[src/rtl/bus_stream_port_if.sv]
// CPU bus and valid/ready stream signals of bus_stream_port, bundled for port connection.
// master = CPU and stream environment side, slave = the port itself.
interface bus_stream_port_if;
    logic [15:0] AB;
    logic [7:0]  DO;
    logic        RW;
    logic [7:0]  DI;
    logic        SEL;
    logic [7:0]  TX_DATA;
    logic        TX_VALID;
    logic        TX_READY;
    logic [7:0]  RX_DATA;
    logic        RX_VALID;
    logic        RX_READY;

    modport master (
        output AB, DO, RW, TX_READY, RX_DATA, RX_VALID,
        input  DI, SEL, TX_DATA, TX_VALID, RX_READY
    );

    modport slave (
        input  AB, DO, RW, TX_READY, RX_DATA, RX_VALID,
        output DI, SEL, TX_DATA, TX_VALID, RX_READY
    );
endinterface

[src/rtl/bus_stream_port.sv]
// Memory-mapped stream port: CPU writes feed a TX FIFO, an inbound stream fills a one-byte RX register.
// Optional registered IRQ output is built when BUS_STREAM_PORT_IRQ_EN is defined.
module bus_stream_port #(
    parameter logic [15:0] BASE  = 16'hFF00,
    parameter int          DEPTH = 8
) (
    input  logic             CLK,
    input  logic             RESET_N,
    bus_stream_port_if.slave bus
`ifdef BUS_STREAM_PORT_IRQ_EN
    ,
    output logic             IRQ
`endif
);

    localparam int AW = $clog2(DEPTH);
    localparam int CW = AW + 1;

    typedef enum logic [1:0] {
        REG_DATA   = 2'd0,
        REG_STATUS = 2'd1,
        REG_CTRL   = 2'd2,
        REG_RSVD   = 2'd3
    } reg_e;

    logic [7:0]    mem_q [DEPTH];
    logic [AW-1:0] wr_ptr_q, wr_ptr_d;
    logic [AW-1:0] rd_ptr_q, rd_ptr_d;
    logic [CW-1:0] count_q, count_d;
    logic          overflow_q, overflow_d;
    logic [1:0]    irq_en_q, irq_en_d;
    logic          rx_valid_q, rx_valid_d;
    logic [7:0]    rx_data_q, rx_data_d;

    reg_e       offset;
    logic       sel, wr_en, rd_en;
    logic       tx_empty, tx_full, tx_pop;
    logic       push_req, push_ok, ctrl_wr, flush;
    logic       rx_pop, rx_cap;
    logic [4:0] count_ext;
    logic [3:0] count_sat;
    logic [7:0] status;

    always_comb begin
        offset    = reg_e'(bus.AB[1:0]);
        sel       = (bus.AB[15:2] == BASE[15:2]);
        wr_en     = sel && bus.RW;
        rd_en     = sel && !bus.RW;

        tx_empty  = (count_q == '0);
        tx_full   = (count_q == CW'(DEPTH));
        tx_pop    = !tx_empty && bus.TX_READY;
        push_req  = wr_en && (offset == REG_DATA);
        // A full FIFO still takes a byte when the head leaves on the same edge.
        push_ok   = push_req && (!tx_full || tx_pop);
        ctrl_wr   = wr_en && (offset == REG_CTRL);
        flush     = ctrl_wr && bus.DO[1];

        rx_pop    = rd_en && (offset == REG_DATA) && rx_valid_q;
        rx_cap    = bus.RX_VALID && !rx_valid_q;

        count_ext = 5'(count_q);
        count_sat = (count_ext > 5'd15) ? 4'hF : count_ext[3:0];
        status    = {count_sat, overflow_q, rx_valid_q, tx_empty, tx_full};
    end

    // NOTE: every signal gets a default first so no path leaves it unassigned (no latch).
    always_comb begin
        wr_ptr_d   = wr_ptr_q;
        rd_ptr_d   = rd_ptr_q;
        count_d    = count_q;
        overflow_d = overflow_q;
        irq_en_d   = irq_en_q;
        rx_valid_d = rx_valid_q;
        rx_data_d  = rx_data_q;

        if (flush) begin
            wr_ptr_d = '0;
            rd_ptr_d = '0;
            count_d  = '0;
        end else begin
            if (push_ok) wr_ptr_d = wr_ptr_q + 1'b1;
            if (tx_pop)  rd_ptr_d = rd_ptr_q + 1'b1;
            case ({push_ok, tx_pop})
                2'b10:   count_d = count_q + 1'b1;
                2'b01:   count_d = count_q - 1'b1;
                default: count_d = count_q;
            endcase
        end

        if (push_req && !push_ok)       overflow_d = 1'b1;
        else if (ctrl_wr && bus.DO[0])  overflow_d = 1'b0;
        if (ctrl_wr)                    irq_en_d   = bus.DO[3:2];

        if (rx_cap) begin
            rx_valid_d = 1'b1;
            rx_data_d  = bus.RX_DATA;
        end else if (rx_pop) begin
            rx_valid_d = 1'b0;
        end
    end

    always_comb begin
        bus.DI = 8'h00;
        if (rd_en) begin
            case (offset)
                REG_DATA:   bus.DI = rx_valid_q ? rx_data_q : 8'h00;
                REG_STATUS: bus.DI = status;
                REG_CTRL:   bus.DI = {4'h0, irq_en_q, 2'b00};
                default:    bus.DI = 8'h00;
            endcase
        end
    end

    assign bus.SEL      = sel;
    assign bus.TX_VALID = !tx_empty;
    assign bus.TX_DATA  = tx_empty ? 8'h00 : mem_q[rd_ptr_q];
    assign bus.RX_READY = !rx_valid_q;

    // NOTE: state updates use non-blocking assignments so all flops see pre-edge values.
    always_ff @(posedge CLK or negedge RESET_N) begin
        if (!RESET_N) begin
            wr_ptr_q   <= '0;
            rd_ptr_q   <= '0;
            count_q    <= '0;
            overflow_q <= 1'b0;
            irq_en_q   <= 2'b00;
            rx_valid_q <= 1'b0;
            rx_data_q  <= 8'h00;
        end else begin
            wr_ptr_q   <= wr_ptr_d;
            rd_ptr_q   <= rd_ptr_d;
            count_q    <= count_d;
            overflow_q <= overflow_d;
            irq_en_q   <= irq_en_d;
            rx_valid_q <= rx_valid_d;
            rx_data_q  <= rx_data_d;
        end
    end

    // NOTE: FIFO storage has no reset; an empty FIFO gates TX_DATA, so stale bytes never show.
    always_ff @(posedge CLK) begin
        if (push_ok) mem_q[wr_ptr_q] <= bus.DO;
    end

`ifdef BUS_STREAM_PORT_IRQ_EN
    logic irq_q, irq_d;

    always_comb begin
        irq_d = (irq_en_q[0] & rx_valid_q) | (irq_en_q[1] & tx_empty);
    end

    always_ff @(posedge CLK or negedge RESET_N) begin
        if (!RESET_N) irq_q <= 1'b0;
        else          irq_q <= irq_d;
    end

    assign IRQ = irq_q;
`endif

endmodule

[src/flat_wrapper.sv]
// flat-port wrapper written by rule: the top's interface ports become plain ports
module bus_stream_port_flat 
#(
    parameter logic [15:0] BASE  = 16'hFF00,
    parameter int          DEPTH = 8
)
  (CLK, RESET_N, bus_AB, bus_DO, bus_RW, bus_TX_READY, bus_RX_DATA, bus_RX_VALID, bus_DI, bus_SEL, bus_TX_DATA, bus_TX_VALID, bus_RX_READY);
  bus_stream_port_if bus_i ();
  input  logic CLK;
  input  logic RESET_N;
  input wire logic [$bits(bus_i.AB)-1:0] bus_AB;
  input wire logic [$bits(bus_i.DO)-1:0] bus_DO;
  input wire logic [$bits(bus_i.RW)-1:0] bus_RW;
  input wire logic [$bits(bus_i.TX_READY)-1:0] bus_TX_READY;
  input wire logic [$bits(bus_i.RX_DATA)-1:0] bus_RX_DATA;
  input wire logic [$bits(bus_i.RX_VALID)-1:0] bus_RX_VALID;
  output wire logic [$bits(bus_i.DI)-1:0] bus_DI;
  output wire logic [$bits(bus_i.SEL)-1:0] bus_SEL;
  output wire logic [$bits(bus_i.TX_DATA)-1:0] bus_TX_DATA;
  output wire logic [$bits(bus_i.TX_VALID)-1:0] bus_TX_VALID;
  output wire logic [$bits(bus_i.RX_READY)-1:0] bus_RX_READY;
  assign bus_i.AB = bus_AB;
  assign bus_i.DO = bus_DO;
  assign bus_i.RW = bus_RW;
  assign bus_i.TX_READY = bus_TX_READY;
  assign bus_i.RX_DATA = bus_RX_DATA;
  assign bus_i.RX_VALID = bus_RX_VALID;
  assign bus_DI = bus_i.DI;
  assign bus_SEL = bus_i.SEL;
  assign bus_TX_DATA = bus_i.TX_DATA;
  assign bus_TX_VALID = bus_i.TX_VALID;
  assign bus_RX_READY = bus_i.RX_READY;
  bus_stream_port #(.BASE(BASE), .DEPTH(DEPTH)) u_core (.CLK(CLK), .RESET_N(RESET_N), .bus(bus_i));
endmodule
[config.mk]
export PLATFORM = sky130hd
export DESIGN_NAME = bus_stream_port_flat
export DESIGN_NICKNAME = d
export VERILOG_FILES = /design/src/rtl/bus_stream_port_if.sv /design/src/rtl/bus_stream_port.sv /design/src/flat_wrapper.sv
export SDC_FILE = /design/constraint.sdc
export NUM_CORES = 1
export LEC_CHECK = 0
export CAP_MARGIN = 10
export CORE_MARGIN = 4
export CORE_UTILIZATION = 32
export DETAILED_ROUTE_END_ITERATION = 12
export HOLD_SLACK_MARGIN = 0.1
export PLACE_DENSITY_LB_ADDON = 0.15
export SLEW_MARGIN = 20
export SYNTH_ARGS = -nofsm -noshare
export SYNTH_HDL_FRONTEND = slang
export SYNTH_SLANG_ARGS = --single-unit
[constraint.sdc]
create_clock -name CLK -period 3.15 [get_ports CLK]
set_input_delay 0.7875 -clock CLK [delete_from_list [all_inputs] [get_ports CLK]]
set_output_delay 0.7875 -clock CLK [all_outputs]
set_load 0.02 [all_outputs]
== Word level (Yosys, flattened, before mapping) ==
Memory sizes are Yosys's and may differ from the RTL's.
Cells that the tools add are included.
Word-level totals
  register bits after elaboration: 22
  memory bits (writable): 64
  word-level logic and storage cells: 59
  memories: 1
Cells by class
  add/sub/neg operators: 4
  equal/unequal tests: 6
  mux-type cells: 16
  reduce and logical (&&, ||, !) cells: 25
Memories
  u_core.mem_q: depth 8, width 8, rd ports 1, clocked after memory_dff 0, write ports 1, RTL line bus_stream_port.sv:26  | logic [7:0] mem_q [DEPTH];
Operator list (count)
  8-bit 2-to-1 mux: 3
  8-bit one-hot mux with 3 select lines: 1
  14-bit == test (second input constant): 1
  1-bit logical AND: 12
  3-bit 2-to-1 mux: 4
  4-bit one-hot mux with 2 select lines: 1
  2-bit nonzero test: 4
  3-bit by 1-bit adder with 3-bit output (second input constant): 2
  1-bit 2-to-1 mux: 6
  1-bit logical NOT: 5
  4-bit by 1-bit adder with 4-bit output (second input constant): 1
  2-bit by 1-bit == test with 1-bit output (second input constant): 2
  2-bit == test (second input constant): 2
  4-bit == test (second input constant): 1
  4-bit logical NOT: 1
  4-bit 2-to-1 mux: 1
  4-bit by 1-bit subtractor with 4-bit output (second input constant): 1
  3-bit nonzero test: 1
  2-bit logical NOT: 1
  1-bit logical OR: 1

== Depth between registers and ports, before layout ==
  word-level depth: 8
  mapped depth: 12
  mapped depth without buffers: 10

== Worst setup path after synthesis ==
Ideal clock, no wire load.
  kind: input to register
  start: input bus_AB[3]
  end: register u_core.count_q[3]
  setup time: 0.077 ns
  data arrival time: 3.615 ns
  data required time: 3.073 ns
  slack: -0.542 ns
  stages on the path: 10
  path buffers: 1
  cells stage by stage: or4_1 > or4_4 > buf_2 > or2_1 > ha_1 > ha_1 > o211a_1 > a211oi_1 > or4_1 > a21oi_1
On the way
  word-level cells in the longest chain between the ends: 7
  elaborated cells between the ends (all ways): 11
  those cells by class: eq/ne: 3; mux: 2; reduce/logical: 6
RTL lines
  from (decl): RTL line flat_wrapper.sv:11  | input wire logic [$bits(bus_i.AB)-1:0] bus_AB;
  14-bit == test (*): RTL line bus_stream_port.sv:46  | sel = (bus.AB[15:2] == BASE[15:2]);
  1-bit logical AND (*): RTL line bus_stream_port.sv:47  | wr_en = sel && bus.RW;
  1-bit logical AND: RTL line bus_stream_port.sv:53  | push_req = wr_en && (offset == REG_DATA);
  1-bit logical AND: RTL line bus_stream_port.sv:55  | push_ok = push_req && (!tx_full || tx_pop);
  2-bit by 1-bit == test with 1-bit output or 2-bit == test (tied branches): RTL line bus_stream_port.sv:84  | case ({push_ok, tx_pop})
  4-bit one-hot mux with 2 select lines: RTL line bus_stream_port.sv:84
  4-bit 2-to-1 mux: RTL line bus_stream_port.sv:77  | if (flush) begin
  to (signal assigned): RTL line bus_stream_port.sv:133  | count_q <= count_d;
  to (decl): RTL line bus_stream_port.sv:29  | logic [CW-1:0] count_q, count_d;
Mark *: on every way between the ends. The rest lies on a longest branch, timed or not.
A chain may end at the register's enable or synchronous reset.

== Worst setup path in the final report ==
  start: input bus_AB[5]
  end: output bus_DI[6]
On the way
  word-level cells in the longest chain between the ends: 3
RTL lines
  14-bit == test: RTL line bus_stream_port.sv:46
  1-bit logical AND: RTL line bus_stream_port.sv:48  | rd_en = sel && !bus.RW;
  8-bit 2-to-1 mux: RTL line bus_stream_port.sv:105  | if (rd_en) begin
  to (decl): RTL line flat_wrapper.sv:17  | output wire logic [$bits(bus_i.DI)-1:0] bus_DI;
Every way passes these cells.

==> reports/qor.yml <==
synthTopCellsByArea: "edfxtp_1 (51%), dfrtp_1 (15%), mux4_2 (9.6%), nor2_1 (3.1%), mux2_2 (3.0%)"
p_per_area_nw_per_um2: 688
port_buffers: 55
violations: "setup timing"
grt.overflow.total: 0
syn_inst: 245
via_per_inst: 4.88
drv_cap: 0
startpoint_type: "input pin"
critPathRequiredTime_ns: 2.36
area_delta_synth_final_pct: 38.6
nets: 383
core-area_um2: 11500
period_share: 1.07
antenna_found_initial: 0
hold_start: "u_core.overflow_q"
std_cell_rows: 39
routed_wl_mm: 8.26
ys_seq_area_frac: 0.658
hpwl_mm: 5.76
clockBufferDepth: 2
final_max_slew_viol_count: 0
die_area_um2: 13500
grt_pass1_vias: 2536
yosys.area.top_type_share: 0.511
setup_viol: 9
clk_pin_slew_ns: 0.06
synth.ff_latch_count: 86
rrSetupSlack_ns: 0.32
status: "complete, but fails checks"
regToRegStartpoint: "u_core.count_q[1]"
vias: 2381
slowest_stage: "or3_4"
postRouteAntennaNets: 0
r2r-end: "u_core.count_q[3]"
layout-drive-gt1-share: 0.339
critical_path.max_stage_delay_ns: 0.51
max_freq_mhz: 297
ios: 56
cts_root_buf: "clkbuf_16"
hold_viol: 0
clkSinkCount: 86
finClkSkew_ns: 0.00640
grt_max_degree: 23
ys.warnings.count: 0
power.total_uw: 3580
critical_path.startpoint: "bus_AB[5]"
track_usage: 0.133
setup_ws_ns: -0.215
synth_area_leader_cell: "edfxtp_1"
fp.dieW_um: 116
htreeDepth: 3
r2r_cells: 9
max_slew_margin: 0.597
layout_min_cycle_time_ns: 3.36
rsz0062_at_grt: "yes"
synth_area_per_cell_um2: 15.3
cts_tree: "built"
initial_core_util: 0.328
cts_hold_buffers: 0
cts_buffers: 9
critPathKind: "in2out"
wl_per_cell_um: 16.9
place_congestion: 0.747
preCtsSetupSlack_ns: -0.983
syn-num-nets: 288
worstMarginPinSlew_ns: 0.605
hold_path.class: "reg2reg"
crit_end: "bus_DI[6]"
fill_cells: 1012
netlist_area_um2: 3760
dr.pass1.iters: 6
crit_chain: "buf_6 -> or4_1 -> or4_4 -> or3_4 -> nor2_4 -> buf_6"
antenna_cells: 0
ir_drop_v: 0.000427
drt_iter0_drc: 94
crit_fanout: 7
p_leak_uw: 0.00201
die_y_um: 116
grt_pass1_wl_mm: 13.4
drc: 0
crit_path_end_kind: "output port"
setup_tns_ns: -1.38
synth.distinct_cells: 39
cp.arrival_ns: 2.58
crit_top_cell: "buf_6"
clk_latency_ns: 0.33
## cell usage in the layout, fill, tap and decap left out, types with 9 or more instances in the layout
cell             count
mux4_2              16
edfxtp_1            64
dfrtp_1             22
buf_4               38
clkdlybuf4s50_1     32
dlymetal6s2s_1      10
mux2_2              10
clkbuf_16            9
nor2_1              24
mux2i_1             11
buf_6               13
## critical path, delay by kind of cell
| kind | cells | cell delay, ns |
|---|---|---|
| buffers and inverters | 2 | 0.21 |
| and+or+nand+nor | 4 | 1.59 |
## worst min-delay path by stage
stage | end | slack, ns | cells after the start
after global placement | u_core.overflow_q | 0.48 | 2
final | u_core.overflow_q | 0.49 | 2
after detailed placement | u_core.overflow_q | 0.47 | 2
after global routing | u_core.rx_data_q[3] | 0.53 | 1
after floorplan | u_core.overflow_q | 0.45 | 2
after CTS | u_core.overflow_q | 0.49 | 2
## layer usage
layer  part of all wire  up-vias  GRT usage  routed length, µm
met3              0.050        9     0.0373                411
met1               0.45     1198      0.175               3750
met4              0.015        0     0.0518                127
li1                   -     1126          -                  -
met5                  0        -          0                  0
met2               0.48       48      0.208               3970
## state kept, by name, summed over array words and instances, names as in the netlist
name,cells
u_core.count_q,4
u_core.irq_en_q,2
u_core.mem_q,64
u_core.overflow_q,1
u_core.rd_ptr_q,3
u_core.rx_data_q,8
u_core.rx_valid_q,1
u_core.wr_ptr_q,3
## synth_stat cells
cell type	instances
edfxtp_1	64
nor2_1	31
dfrtp_1	22
mux4_2	16
mux2i_1	11
mux2_2	10
a21oi_1	7
clkbuf_1	7
inv_1	7
nand2_1	7
ha_1	6
a22oi_1	5
nor3_1	4
o21ai_0	4
buf_2	3
nand3_1	3
o31ai_1	3
or4_1	3
xor2_1	3
a31oi_1	2
buf_1	2
nand2b_1	2
nand4_1	2
nand4b_1	2
nor2b_1	2
nor3b_1	2
or3_1	2
xnor2_1	2
a211oi_1	1
and2_1	1
inv_2	1
nor2_2	1
nor4_4	1
o211a_1	1
o22a_1	1
o22ai_1	1
or2_1	1
or4_4	1
or4b_2	1
## stage by stage
| step | hold WS [ns] | instance area (µm²) | cells | utilization |
|---|---|---|---|---|
| after floorplan | 0.447 | 3850 | 245 | - |
| after global placement | 0.477 | 4810 | 469 | 0.420 |
| after detailed placement | 0.469 | 4810 | 469 | 0.420 |
| after CTS | 0.493 | 5140 | 488 | 0.448 |
| after global routing | 0.526 | 5210 | 488 | 0.454 |
| final | 0.490 | 5210 | 488 | 0.454 |
## cells by family after synthesis
logic type,synth area share
flops,0.658
simple gates,0.0916
mux,0.155
compound gates,0.0426
buf+inv,0.0210
fa+ha+maj,0.0200
xor+xnor,0.0117
## power by group
| part | internal, µW | switching, µW | leakage [µW] |
|---|---|---|---|
| Clock | 530 | 416 | 0.000126 |
| Combinational | 684 | 609 | 0.00104 |
| Sequential | 1280 | 65.5 | 0.000844 |
## what timing repair did
item,4_1_cts,5_1_grt
buffers inserted,3,2
gates resized for setup,77,20
hold endpoints to repair,0,0
endpoints found under the setup margin,20,41
pin swaps,5,13
## layout make-up
type,count,area [µm²],share of cell area
clock buffers,10,229,0.0440
flip-flops and latches,86,2470,0.475
repair buffers,96,912,0.175
clock inverters,6,36.3,0.00697
multi-input cells,139,1350,0.259
well taps,143,179,0.0344
inverters,8,30.0,0.00577
No activity file was read; power rests on OpenSTA's default activity.
